--- src/rtl/memory_arbiter.sv ---
// Two-port (instruction fetch / data) arbiter in front of a single memory port, with a BUSY timeout.
// Build option: define ARBITER_ROUND_ROBIN_EN for alternating tie-breaks instead of fixed data priority.
module memory_arbiter #(
  parameter int TIMEOUT = 16
) (
  input  logic        clock,
  input  logic        resetn,
  input  logic        iReq,
  input  logic [31:0] iAddr,
  output logic        iAck,
  output logic [31:0] iRdata,
  input  logic        dReq,
  input  logic        dWe,
  input  logic [31:0] dAddr,
  input  logic [31:0] dWdata,
  output logic        dAck,
  output logic [31:0] dRdata,
  output logic        err,
  output logic        memReq,
  output logic        memWe,
  output logic [31:0] memAddr,
  output logic [31:0] memWdata,
  input  logic [31:0] memRdata,
  input  logic        memReady
);

  typedef enum logic [1:0] {IDLE, BUSY, DONE} state_t;

  state_t     state;
  logic       owner_data;
  logic [7:0] count;
  logic       grant_data;

`ifdef ARBITER_ROUND_ROBIN_EN
  // favor_instr remembers which side should win the next tie
  logic       favor_instr;
  assign grant_data = dReq && (!iReq || !favor_instr);
`else
  assign grant_data = dReq;
`endif

  always_ff @(posedge clock or negedge resetn) begin
    if (!resetn) begin
      state      <= IDLE;
      owner_data <= 1'b1;
      count      <= '0;
      iAck       <= 1'b0;
      dAck       <= 1'b0;
      err        <= 1'b0;
      iRdata     <= '0;
      dRdata     <= '0;
      memReq     <= 1'b0;
      memWe      <= 1'b0;
      memAddr    <= '0;
      memWdata   <= '0;
`ifdef ARBITER_ROUND_ROBIN_EN
      favor_instr <= 1'b1;
`endif
    end else begin
      iAck <= 1'b0;
      dAck <= 1'b0;
      err  <= 1'b0;
      case (state)
        IDLE: begin
          if (iReq || dReq) begin
            owner_data <= grant_data;
            memReq     <= 1'b1;
            memWe      <= grant_data && dWe;
            memAddr    <= grant_data ? dAddr : iAddr;
            memWdata   <= grant_data ? dWdata : '0;
            count      <= '0;
            state      <= BUSY;
`ifdef ARBITER_ROUND_ROBIN_EN
            favor_instr <= grant_data;
`endif
          end
        end
        BUSY: begin
          // Ack and err are registered here so they appear exactly in the DONE cycle
          if (memReady || (count == 8'(TIMEOUT - 1))) begin
            if (owner_data) begin
              dRdata <= (memReady && !memWe) ? memRdata : '0;
              dAck   <= 1'b1;
            end else begin
              iRdata <= memReady ? memRdata : '0;
              iAck   <= 1'b1;
            end
            err    <= !memReady;
            memReq <= 1'b0;
            memWe  <= 1'b0;
            state  <= DONE;
          end else begin
            count <= count + 8'd1;
          end
        end
        DONE: begin
          state <= IDLE;
        end
        default: begin
          state <= IDLE;
        end
      endcase
    end
  end

endmodule

--- config.mk ---
export PLATFORM = sky130hd
export DESIGN_NAME = memory_arbiter
export DESIGN_NICKNAME = d
export VERILOG_FILES = /design/src/rtl/memory_arbiter.sv
export SDC_FILE = /design/constraint.sdc
export NUM_CORES = 1
export LEC_CHECK = 0
export CORE_MARGIN = 2
export CORE_UTILIZATION = 44
export DETAILED_ROUTE_END_ITERATION = 10
export MAX_ROUTING_LAYER = met4
export PLACE_DENSITY_LB_ADDON = 0.1
export SYNTH_ARGS = -nofsm -noshare
export SYNTH_HDL_FRONTEND = slang
export SYNTH_SLANG_ARGS = --single-unit
--- constraint.sdc ---
create_clock -name clock -period 4.1 [get_ports clock]
set_input_delay 0.41 -clock clock [delete_from_list [all_inputs] [get_ports clock]]
set_output_delay 0.41 -clock clock [all_outputs]
set_load 0.005 [all_outputs]
==> results.sh, run 1 <==
export IMPL_end_kind="register"
export IMPL_grt_first_pass_wirelength_mm=25.36
export IMPL_ir_drop_mv=0.3852
export IMPL_clock_root_buffer="clkbuf_16"
export IMPL_maxCapViolCount=0
export IMPL_syn_inst=443
export IMPL_ant_nets=0
export IMPL_p_sw_mw=1.922
export IMPL_finalCriticalPeriod_ps=2035
export IMPL_drt_iter0_drc=373
export IMPL_synthesis_nets=578
export IMPL_power_mw=6.536
export IMPL_grt_util_all_layers=0.2382
export IMPL_dpl_hpwl_mm=10.80
export IMPL_synth_top_area_share=0.6257
export IMPL_postCtsSetupBuffers=0
export IMPL_clk_pin_slew_ps=60
export IMPL_routed_via_density=5.446
export IMPL_design_area_um2=9071
export IMPL_synthTopCellsByArea="dfrtp_1 (63%), a32o_1 (11%), mux2i_1 (5.8%)"
export IMPL_clk_latency_ps=420
export IMPL_dieArea_um2=13930
export IMPL_wire_per_inst_um=17.84
export IMPL_routabilityCongestion=0.7676
export IMPL_max_slew_margin=0.2357
export IMPL_rsz0062_at_grt="no"
export IMPL_dr_total_vias=4787
export IMPL_die_w_um=118.0
export IMPL_p_int_mw=4.614
export IMPL_start_util=0.4514
export IMPL_clockBufferDepth=2
export IMPL_synth_area_um2=5719
export IMPL_ctsHtreeMaxLevel=4
export IMPL_final_setup_skew_ps=5.602
export IMPL_pwr_share_seq=0.369
export IMPL_drt_wl_total_mm=15.69
export IMPL_hold_viol=0
export IMPL_setup_tns_ps=0
export IMPL_avgSynthCellArea_um2=12.91
export IMPL_timing_rr_start="state[0]"
export IMPL_cts_tree="built"
export IMPL_power_frac_comb=0.396
export IMPL_slew_viol_final=0
export IMPL_yosysTopAreaCell="dfrtp_1"
export IMPL_cp_arrival_ps=2380
export IMPL_drc=0
export IMPL_required_ps=4440
export IMPL_io_buffer_count=266
export IMPL_ys_seq_area_frac=0.6303
export IMPL_p_leak_nw=3.932
export IMPL_diodes=0
export IMPL_post_cts_resized=0
export IMPL_finalSetupViolCount=0
export IMPL_grt_pass1_vias=4949
export IMPL_hold_slack_ps=17.58
export IMPL_netSwitchingFraction=0.2941
export IMPL_drive_gt1_frac=0.06506
export IMPL_firstDrtPassIters=5
export IMPL_overflow=0
export IMPL_p_per_area_nw_per_um2=720.5
export IMPL_cts_buffers=17
export IMPL_synth_seq_cells=144
export IMPL_reg2reg_slack_ps=2060
export IMPL_fillCellCount=925
export IMPL_synthFlopType="dfrtp_1"
export IMPL_cts_sinks=144
export IMPL_async_reset_ff_frac=1.000
export IMPL_ios=267
export IMPL_cts_hold_buf=0
export IMPL_max_freq_mhz=491.3
export IMPL_final_util=0.7159
export IMPL_grt_max_degree=82
export IMPL_ys_warn_count=0
export IMPL_row_count=41
export IMPL_crit_path_max_fanout=34
export IMPL_timing_rr_end="memWe"
export IMPL_status="completed"
export IMPL_min_delay_path_class="in -> async"
export IMPL_path_class="reg -> reg"
export IMPL_nets=829
export IMPL_ys_types=38
export IMPL_startpoint_type="register"
export IMPL_die_height_um=118.0
export IMPL_core_area_um2=12670
export IMPL_finalCritPeriodShare=0.4965
export IMPL_r2r_cells=4
export IMPL_layout_area_overhead_vs_synth_pct=58.61
export IMPL_antenna_found_initial=0
export IMPL_p_clk_frac=0.235
export IMPL_tightest_slew_ps=1146
export IMPL_synth_edff_count=0
export IMPL_place_area_um2=8471
==> layout by cell type (no fill, tap or decap), drive strengths merged, types with 2 or more instances in the layout <==
cell,netlist,routed
o21ai,36,36
nor2,6,6
clkbuf,29,27
mux2i,33,33
buf,14,12
or3,2,2
nand2,38,38
inv,3,3
clkdlybuf4s50,0,263
a22o,32,32
o22ai,2,2
a32o,64,64
bufinv,0,2
nor3,3,3
and3,3,3
nand2b,2,2
a21oi,2,2
nand3,13,13
a21o,3,3
dfrtp,143,143
clkinv,0,2
==> through the flow <==
step	setup WS, ps	std cells
3_5_place_dp	1770	847
5_1_grt	1797	879
4_1_cts	2041	879
2_1_floorplan	2370	443
6_report	2065	879
3_3_place_gp	1817	847
==> synth_stat cells, types with 2 or more instances <==
library cell	n
dfrtp_1	143
a32o_1	64
nand2_1	38
o21ai_0	35
mux2i_1	33
a22o_1	32
clkbuf_1	29
nand3_1	13
buf_2	9
nor2_1	6
a21o_1	3
and3_1	3
buf_8	3
inv_1	3
nor3_1	3
nand2b_1	2
o22ai_1	2
or3_1	2
==> state kept, by name, summed over array words and instances, names as in the netlist <==
register and cells:
dAck 1, owner_data 1, memReq 1, memWdata 32
memAddr 32, state 2, iAck 1, iRdata 32
dRdata 32, memWe 1, err 1, count 8
==> kinds of logic after synthesis <==
kind of cell | share of synthesized area
AO/OA/AOI/OAI | 0.2089
AND/OR/NAND/NOR | 0.06148
multiplexers | 0.05776
buffers and inverters | 0.03938
adder cells (fa/ha/maj) | 0.002187
flip-flops | 0.6303
==> power by group through the flow <==
| stage | Sequential [mW] | Combinational (mW) | Clock, mW |
|---|---|---|---|
| global placement | 2.40 | 2.54 | 0 |
| finish | 2.41 | 2.59 | 1.54 |
| floorplan | 2.43 | 0.990 | 0 |
| CTS | 2.42 | 2.62 | 1.57 |
| global route | 2.49 | 2.79 | 1.63 |
| detailed placement | 2.42 | 2.61 | 0 |
==> routing by layer <==
metal / up-vias / share of wire / GRT usage
li1: 2193 / - / -
met1: 2325 / 0.39 / 0.2762
met2: 234 / 0.51 / 0.3906
met3: 35 / 0.074 / 0.06444
met4: 0 / 0.027 / 0.1032
met5: - / 0 / -
==> worst max path at each step <==
stage          startpoint        to  slack, ps  cells after the start
2_1_floorplan    count[0]  count[6]       2370                      6
3_3_place_gp         iReq  count[7]       1820                      5
3_5_place_dp         iReq  count[7]       1770                      5
4_1_cts          state[0]     memWe       2040                      4
5_1_grt          state[0]     memWe       1800                      4
6_report         state[0]     memWe       2060                      4
==> worst max-delay path, stage by stage, from the launching register on <==
cell and delay [ps]:
dfrtp_1 400, nor2_1 300, and2_1 950, a22oi_1 150, nor2_1 150
==> cell type report <==
cell class,instances,area (µm²),share of cell area
sequential,144,3605,0.3974
multi-input combinational,253,1906,0.2101
inverter,3,11.26,0.001241
timing repair buffer,275,2734,0.3014
tap,172,215.2,0.02372
clock buffer,27,523.0,0.05766
clock inverter,5,77.57,0.008552
Note: power is estimated with default switching activity, not from simulation.
==> inputs of run 2 (changes only) <==
--- a/config.mk
+++ b/config.mk
@@ -6,7 +6,7 @@
 export NUM_CORES = 1
 export LEC_CHECK = 0
 export CORE_MARGIN = 2
-export CORE_UTILIZATION = 44
+export CORE_UTILIZATION = 41
 export DETAILED_ROUTE_END_ITERATION = 10
 export MAX_ROUTING_LAYER = met4
 export PLACE_DENSITY_LB_ADDON = 0.1
==> constraint.sdc (replaced) <==
create_clock -name clock -period 1.9 [get_ports clock]
set_input_delay 0.19 -clock clock [delete_from_list [all_inputs] [get_ports clock]]
set_output_delay 0.19 -clock clock [all_outputs]
set_load 0.005 [all_outputs]
==> results.sh, run 2 (synthesized netlist as in run 1, its figures left out) <==
export IMPL_overflow=0
export IMPL_core_area_um2=13770
export IMPL_p_per_area_nw_per_um2=1542
export IMPL_setup_tns_ps=0
export IMPL_die_height_um=122.1
export IMPL_grt_pass1_vias=4867
export IMPL_path_class="reg -> reg"
export IMPL_finalCriticalPeriod_ps=1779
export IMPL_final_setup_skew_ps=8.402
export IMPL_dpl_hpwl_mm=10.68
export IMPL_hold_slack_ps=76.42
export IMPL_postCtsSetupBuffers=0
export IMPL_layout_common_cells="clkdlybuf4s50_1 (263), dfrtp_1 (143), a32o_1 (64)"
export IMPL_max_freq_mhz=562.1
export IMPL_cts_sinks=144
export IMPL_rsz0062_at_grt="no"
export IMPL_seqCellArea_um2=3605
export IMPL_cp_arrival_ps=2060
export IMPL_post_cts_resized=0
export IMPL_io_buffer_count=266
export IMPL_final_common_cell="clkdlybuf4s50_1"
export IMPL_drive_gt1_frac=0.07703
export IMPL_highest_layer="met4"
export IMPL_grt_util_all_layers=0.2149
export IMPL_firstDrtPassIters=4
export IMPL_diodes=0
export IMPL_end_kind="register"
export IMPL_reg2reg_slack_ps=120
export IMPL_ios=267
export IMPL_antenna_found_initial=0
export IMPL_clockBufferDepth=2
export IMPL_preCtsSetupSlack_ps=127.8
export IMPL_drt_iter0_drc=323
export IMPL_crit_path_max_fanout=33
export IMPL_place_area_um2=8613
export IMPL_clk_latency_ps=410
export IMPL_die_w_um=122.1
export IMPL_cts_hold_buf=1
export IMPL_cts_tree="built"
export IMPL_final_util=0.6707
export IMPL_ir_drop_mv=0.8995
export IMPL_dieArea_um2=14910
export IMPL_dr_total_vias=4758
export IMPL_design_area_um2=9238
export IMPL_min_delay_path_class="in -> reg"
export IMPL_cts_buffers=17
export IMPL_grt_max_degree=65
export IMPL_timing_rr_end="dRdata[1]"
export IMPL_routed_via_density=5.322
export IMPL_min_from="memReady"
export IMPL_status="completed"
export IMPL_power_mw=14.25
export IMPL_nets=836
export IMPL_layout_area_overhead_vs_synth_pct=61.52
export IMPL_r2r_cells=5
export IMPL_timing_rr_start="count[5]"
export IMPL_multiInputGateArea_um2=1906
export IMPL_dr_wl_met2_mm=7.519
export IMPL_startpoint_type="register"
export IMPL_hold_viol=0
export IMPL_min_path_cells=2
export IMPL_tightest_slew_ps=647.5
export IMPL_routed_wl_met3_mm=1.113
export IMPL_holdPathEnd="err"
export IMPL_wl_met1_mm=6.296
export IMPL_finalCritPeriodShare=0.9364
export IMPL_grt_first_pass_wirelength_mm=24.09
export IMPL_routabilityCongestion=0.8046
export IMPL_required_ps=2190
export IMPL_ctsHtreeMaxLevel=4
export IMPL_drt_wl_total_mm=15.14
export IMPL_fillCellCount=1048
export IMPL_start_util=0.4152
export IMPL_drc=0
export IMPL_finalSetupViolCount=0
export IMPL_instances_no_fill=894
export IMPL_worst_slack_ps=120.9
export IMPL_slew_viol_final=0
export IMPL_dpl_cell_count=861
export IMPL_wire_per_inst_um=16.93
export IMPL_ant_nets=0
export IMPL_max_slew_margin=0.5684
export IMPL_clk_pin_slew_ps=60
export IMPL_p_leak_nw=3.999
export IMPL_maxCapViolCount=0
export IMPL_row_count=43
export IMPL_clock_root_buffer="clkbuf_16"
export IMPL_cp_startpoint="count[5]"
-- run 2: cell type report --
type                            count  area share
Sequential cell                   144      0.3902
Timing Repair Buffer              282      0.3114
Multi-Input combinational cell    253      0.2063
Clock buffer                       20     0.04944
Tap cell                          180     0.02438
Clock inverter                     12     0.01707
Inverter                            3    0.001219
-- run 2: metal layers --
layer,track usage,vias to the layer above
met1,0.2681,2324
met5,-,-
met4,0.06968,0
met3,0.05571,19
li1,-,2204
met2,0.3436,211
-- run 2: where the power goes --
group	switching, mW	internal, mW
Sequential	0.770	4.40
Clock	1.23	2.14
Combinational	2.16	3.54
Total	4.16	10.1
-- run 2: worst max path at each step --
stage                  to  slack (ps)  depth (start not counted)
3_3_place_gp     count[5]         190                          5
6_report        dRdata[1]         120                          5
4_1_cts          count[3]         110                          6
2_1_floorplan    count[6]         170                          6
5_1_grt          count[5]          20                          5
3_5_place_dp   dRdata[30]         130                          5
-- run 2: worst max-delay path, cell delays in order (launching register included) --
cell and delay, ps:
dfrtp_1 460, nor4_4 400, a21oi_2 130, or2_1 270
buf_12 180, a32o_1 210
==> inputs of run 3 (changes only) <==
--- a/config.mk
+++ b/config.mk
@@ -5,6 +5,7 @@
 export SDC_FILE = /design/constraint.sdc
 export NUM_CORES = 1
 export LEC_CHECK = 0
+export CAP_MARGIN = 20
 export CORE_MARGIN = 2
 export CORE_UTILIZATION = 41
 export DETAILED_ROUTE_END_ITERATION = 10
==> results of run 3 <==
No change in the layout: final DEF, timing and power equal those of run 2.
==> variant 1, RTL diff (flow settings as in run 1) <==
Put one more register stage on the output `err`, without a reset. The value now appears one clock later. The other outputs are not delayed to match. Comments in the files are not updated.
--- a/src/rtl/memory_arbiter.sv
+++ b/src/rtl/memory_arbiter.sv
@@ -26,6 +26,8 @@
 
   typedef enum logic [1:0] {IDLE, BUSY, DONE} state_t;
 
+  logic err_s0;
+
   state_t     state;
   logic       owner_data;
   logic [7:0] count;
@@ -46,7 +48,7 @@
       count      <= '0;
       iAck       <= 1'b0;
       dAck       <= 1'b0;
-      err        <= 1'b0;
+      err_s0     <= 1'b0;
       iRdata     <= '0;
       dRdata     <= '0;
       memReq     <= 1'b0;
@@ -59,7 +61,7 @@
     end else begin
       iAck <= 1'b0;
       dAck <= 1'b0;
-      err  <= 1'b0;
+      err_s0 <= 1'b0;
       case (state)
         IDLE: begin
           if (iReq || dReq) begin
@@ -85,7 +87,7 @@
               iRdata <= memReady ? memRdata : '0;
               iAck   <= 1'b1;
             end
-            err    <= !memReady;
+            err_s0 <= !memReady;
             memReq <= 1'b0;
             memWe  <= 1'b0;
             state  <= DONE;
@@ -103,5 +105,9 @@
     end
   end
 
+  always_ff @(posedge clock) begin
+    err <= err_s0;
+  end
+
 endmodule
 
Formal check against the unedited RTL: same outputs for any inputs over 4 cycles, from zero or initial values and one cycle with resetn low; that may be too few to reach the edited logic, so the function may still have changed.
==> variant 1 against run 1 <==
Maximum frequency shrank 13%; sequential cell count rose by 1; core utilization rose by 0.84 points; cell count up 0.11%; worst setup slack got worse by 0.31 ns; clock skew grew 0.0017 ns; cell area is 1.2% higher; routed wire length increased by 2.9%; total power up 4.0%; synthesized area increased by 0.35%; sequential share of layout area fell by 0.24 points; critical endpoint unchanged.
==> variant 1: results (changes against run 1) <==
metric,value,unit,change
Max-slew headroom,0.139,,-0.0967
largest net degree at the start of global routing,83,,+1.2%
"FFs w/ async S/R, synth",0.993,,-0.00690
initial DRC count,461,,+24%
placed cells,848,,+0.12%
Worst Skew,0.00728,ns,+0.00168 ns
CP arrival,2.68,ns,+0.30 ns
Compound-Gate Fraction of Synth Area,0.208,,-0.000729
Seq. cell area,3620,µm²,+0.56%
GP Congestion,0.783,,+2.0%
hold slack,0.0284,ns,+0.0108 ns
Placed Area,8490,µm²,+0.24%
post-synth net total,579,,+0.17%
routed len/inst,18.3,µm,+2.8%
Tot GR Track Use,0.245,,+0.00674
DP HPWL,10900,µm,+0.88%
drt pass-1 iters,4,,-1
share of cells above drive strength 1,0.0692,,+0.00415
Peak VDD IR,365,µV,-5.2%
vias per cell,5.47,,+0.47%
leakage power,3.98,nW,+1.3%
pre-CTS WS,1.79,ns,+0.0178 ns
Final Non-Filler Cells,880,,+0.11%
Post-Syn Instances,444,,+0.23%
synth top area cells,"dfrtp_1, a32o_1, mux2i_1",,
outcome,"complete, no violations",,
number of global-route vias before repair,5069,,+2.4%
first-pass GRT wire length,26000,µm,+2.6%
fin nets,830,,+0.12%
"slowest stage delay, CP",1.07,ns,+0.12 ns
[variant 1: cell type report]
type | count | share of cell area
Sequential cell | 145 | 0.395
Timing Repair Buffer | 275 | 0.298
Multi-Input combinational cell | 253 | 0.208
Clock buffer | 22 | 0.0528
Tap cell | 172 | 0.0234
Clock inverter | 10 | 0.0221
Inverter | 3 | 0.00123
[variant 1: power breakdown]
group | internal, mW | leakage (nW) | switching, mW
registers | 2.05 | 1.83 | 0.363
logic | 1.58 | 1.82 | 1.03
clock network | 1.20 | 0.336 | 0.570
[variant 1: layer usage]
| metal | GRT usage | vias to the layer above | part of all wire |
|---|---|---|---|
| met2 | 0.397 | 211 | 0.50 |
| met1 | 0.292 | 2382 | 0.41 |
| met5 | - | - | 0 |
| met3 | 0.0594 | 34 | 0.059 |
| li1 | - | 2188 | - |
| met4 | 0.105 | 0 | 0.029 |
[variant 1: worst max-delay path by stage]
stage / endpoint / slack, ns / depth (start not counted)
2_1_floorplan: count[6]$_DFFE_PN0P_ / 2.37 / 6
3_3_place_gp: memWe$_DFFE_PN0P_ / 1.83 / 4
3_5_place_dp: memWe$_DFFE_PN0P_ / 1.79 / 4
4_1_cts: memWe$_DFFE_PN0P_ / 1.76 / 4
5_1_grt: memWe$_DFFE_PN0P_ / 1.61 / 4
6_report: memWe$_DFFE_PN0P_ / 1.76 / 4
[variant 1: logic make-up (layout without fill, tap and decap cells)]
family                   Yosys count  count (layout)
multiplexers                      33              33
flip-flops                       145             145
buffers and inverters             46             310
adder cells (fa/ha/maj)            1               1
AND/OR/NAND/NOR                   74              74
AO/OA/AOI/OAI                    145             145
==> variant 2, RTL diff (settings of run 1) <==
Without the edit above. The option `ARBITER_ROUND_ROBIN_EN` is turned on by a define.
--- a/src/rtl/memory_arbiter.sv
+++ b/src/rtl/memory_arbiter.sv
@@ -1,5 +1,7 @@
 // Two-port (instruction fetch / data) arbiter in front of a single memory port, with a BUSY timeout.
 // Build option: define ARBITER_ROUND_ROBIN_EN for alternating tie-breaks instead of fixed data priority.
+`define ARBITER_ROUND_ROBIN_EN
+
 module memory_arbiter #(
   parameter int TIMEOUT = 16
 ) (
Function: changed (a bounded check fails within 4 cycles, from zero or initial values and one cycle with resetn low).
==> variant 2 against run 1 <==
Total power rose by 1.1%; sequential cell count unchanged; synthesized area rose by 0.66%; worst setup slack lost 0.19 ns; combinational power up 2%; clock skew up 0.0032 ns; cell area increased by 0.36%; sequential power barely moved; routed wire length up 4.0%; critical path type unchanged; largest cell class unchanged; highest routed layer unchanged.
==> variant 2: results (changes against run 1) <==
metric,value,unit,change
outcome,"complete, no violations",,
post-synth cell types,37,,-2.6%
CP arrival,2.52,ns,+0.14 ns
Worst Skew,0.00882,ns,+0.00322 ns
filler cell count,946,,+2.3%
Worst-Skew Late Latency,0.41,ns,
post-synth net total,575,,-0.52%
"FFs w/ async S/R, synth",1.00,,unchanged
vias per cell,5.40,,-0.89%
largest net degree at the start of global routing,86,,+4.9%
metal1 wirelength,6610,µm,+7.3%
Multi-input gate area,1960,µm²,+2.8%
drt pass-1 iters,4,,-1
"slowest stage delay, CP",0.67,ns,-0.28 ns
GP Congestion,0.812,,+5.8%
Peak VDD IR,335,µV,-13%
Clock Path Buffers,2,,unchanged
max layer used,met4,,
fin nets,829,,unchanged
synth warn,0,,unchanged
Post-Syn Instances,440,,-0.68%
r2r startpoint,state[1]$_DFFE_PN0P_,,
placed cells,847,,unchanged
Tot GR Track Use,0.238,,about the same
cells resized by post-CTS repair,0,,unchanged
synth top area cells,"dfrtp_1, a32o_1, mux2i_1",,
most instantiated cells after synthesis,"dfrtp_1, a32o_1, nand2_1",,
share of cells above drive strength 1,0.0751,,+0.0100
via count,4739,,-1.0%
final wirelength,16300,µm,+4.0%
Met2 Wirelength,7980,µm,+0.48%
pre-CTS WS,1.56,ns,-0.205 ns
Final min period,2.23,ns,+0.194 ns
met3 WL,1430,µm,+23%
Port-buffer cells,266,,unchanged
"Slowest-stage cell, CP",nor2_4,,
hold slack,0.0537,ns,+0.0361 ns
first-pass GRT wire length,25500,µm,+0.54%
worst-path maximum fanout,33,,-2.9%
Most used DFF post-synth,dfrtp_1,,
Placed Area,8510,µm²,+0.49%
"Seq/Total Area, Yosys",0.626,,-0.00411
crit path launch,state[1]$_DFFE_PN0P_,,
R2R cell count,4,,unchanged
crit path capture,iRdata[3]$_DFFE_PN0P_,,
DP HPWL,11500,µm,+6.6%
leakage power,3.88,nW,-1.4%
flop2flop setup slack,1.87,ns,-0.19 ns
Max-slew headroom,0.396,,+0.160
initial DRC count,334,,-10%
number of global-route vias before repair,4778,,-3.5%
-- variant 2: logic make-up after synthesis --
group                      synth area share
AOI/OAI and AO/OA                     0.219
adders and majority gates           0.00217
muxes                                0.0556
buffers and inverters                0.0380
DFF                                   0.626
and+or+nand+nor                      0.0589
-- variant 2: area by class of cell --
type                            count  share of cell area
Timing Repair Buffer              274               0.299
Clock inverter                     13              0.0179
Clock buffer                       18              0.0471
Multi-Input combinational cell    253               0.215
Inverter                            4             0.00165
Sequential cell                   144               0.396
Tap cell                          172              0.0236
-- variant 2: worst min-delay path by stage --
stage                                          to  depth (start not counted)
after CTS                   dRdata[4]$_DFFE_PN0P_                          1
after global routing        dRdata[4]$_DFFE_PN0P_                          1
after detailed placement  memAddr[28]$_DFFE_PN0P_                          2
final                       dRdata[4]$_DFFE_PN0P_                          1
after global placement    memAddr[20]$_DFFE_PN0P_                          2
after floorplan              count[0]$_DFFE_PN0P_                          0
-- variant 2: power breakdown --
part / switching, mW / internal [mW]
Combinational: 1.04 / 1.61
Clock: 0.596 / 0.956
Sequential: 0.362 / 2.04
-- variant 2: routing by layer --
| metal | vias up | GRT usage |
|---|---|---|
| met1 | 2300 | 0.291 |
| met3 | 21 | 0.0695 |
| met5 | - | - |
| met2 | 227 | 0.377 |
| li1 | 2191 | - |
| met4 | 0 | 0.0893 |
-- variant 2: worst max-delay path, delay by kind of cell, from the launching register on --
family / cells / cell delay [ns]
AND/OR/NAND/NOR: 2 / 0.90
AO/OA/AOI/OAI: 2 / 0.79
flip-flops: 1 / 0.41
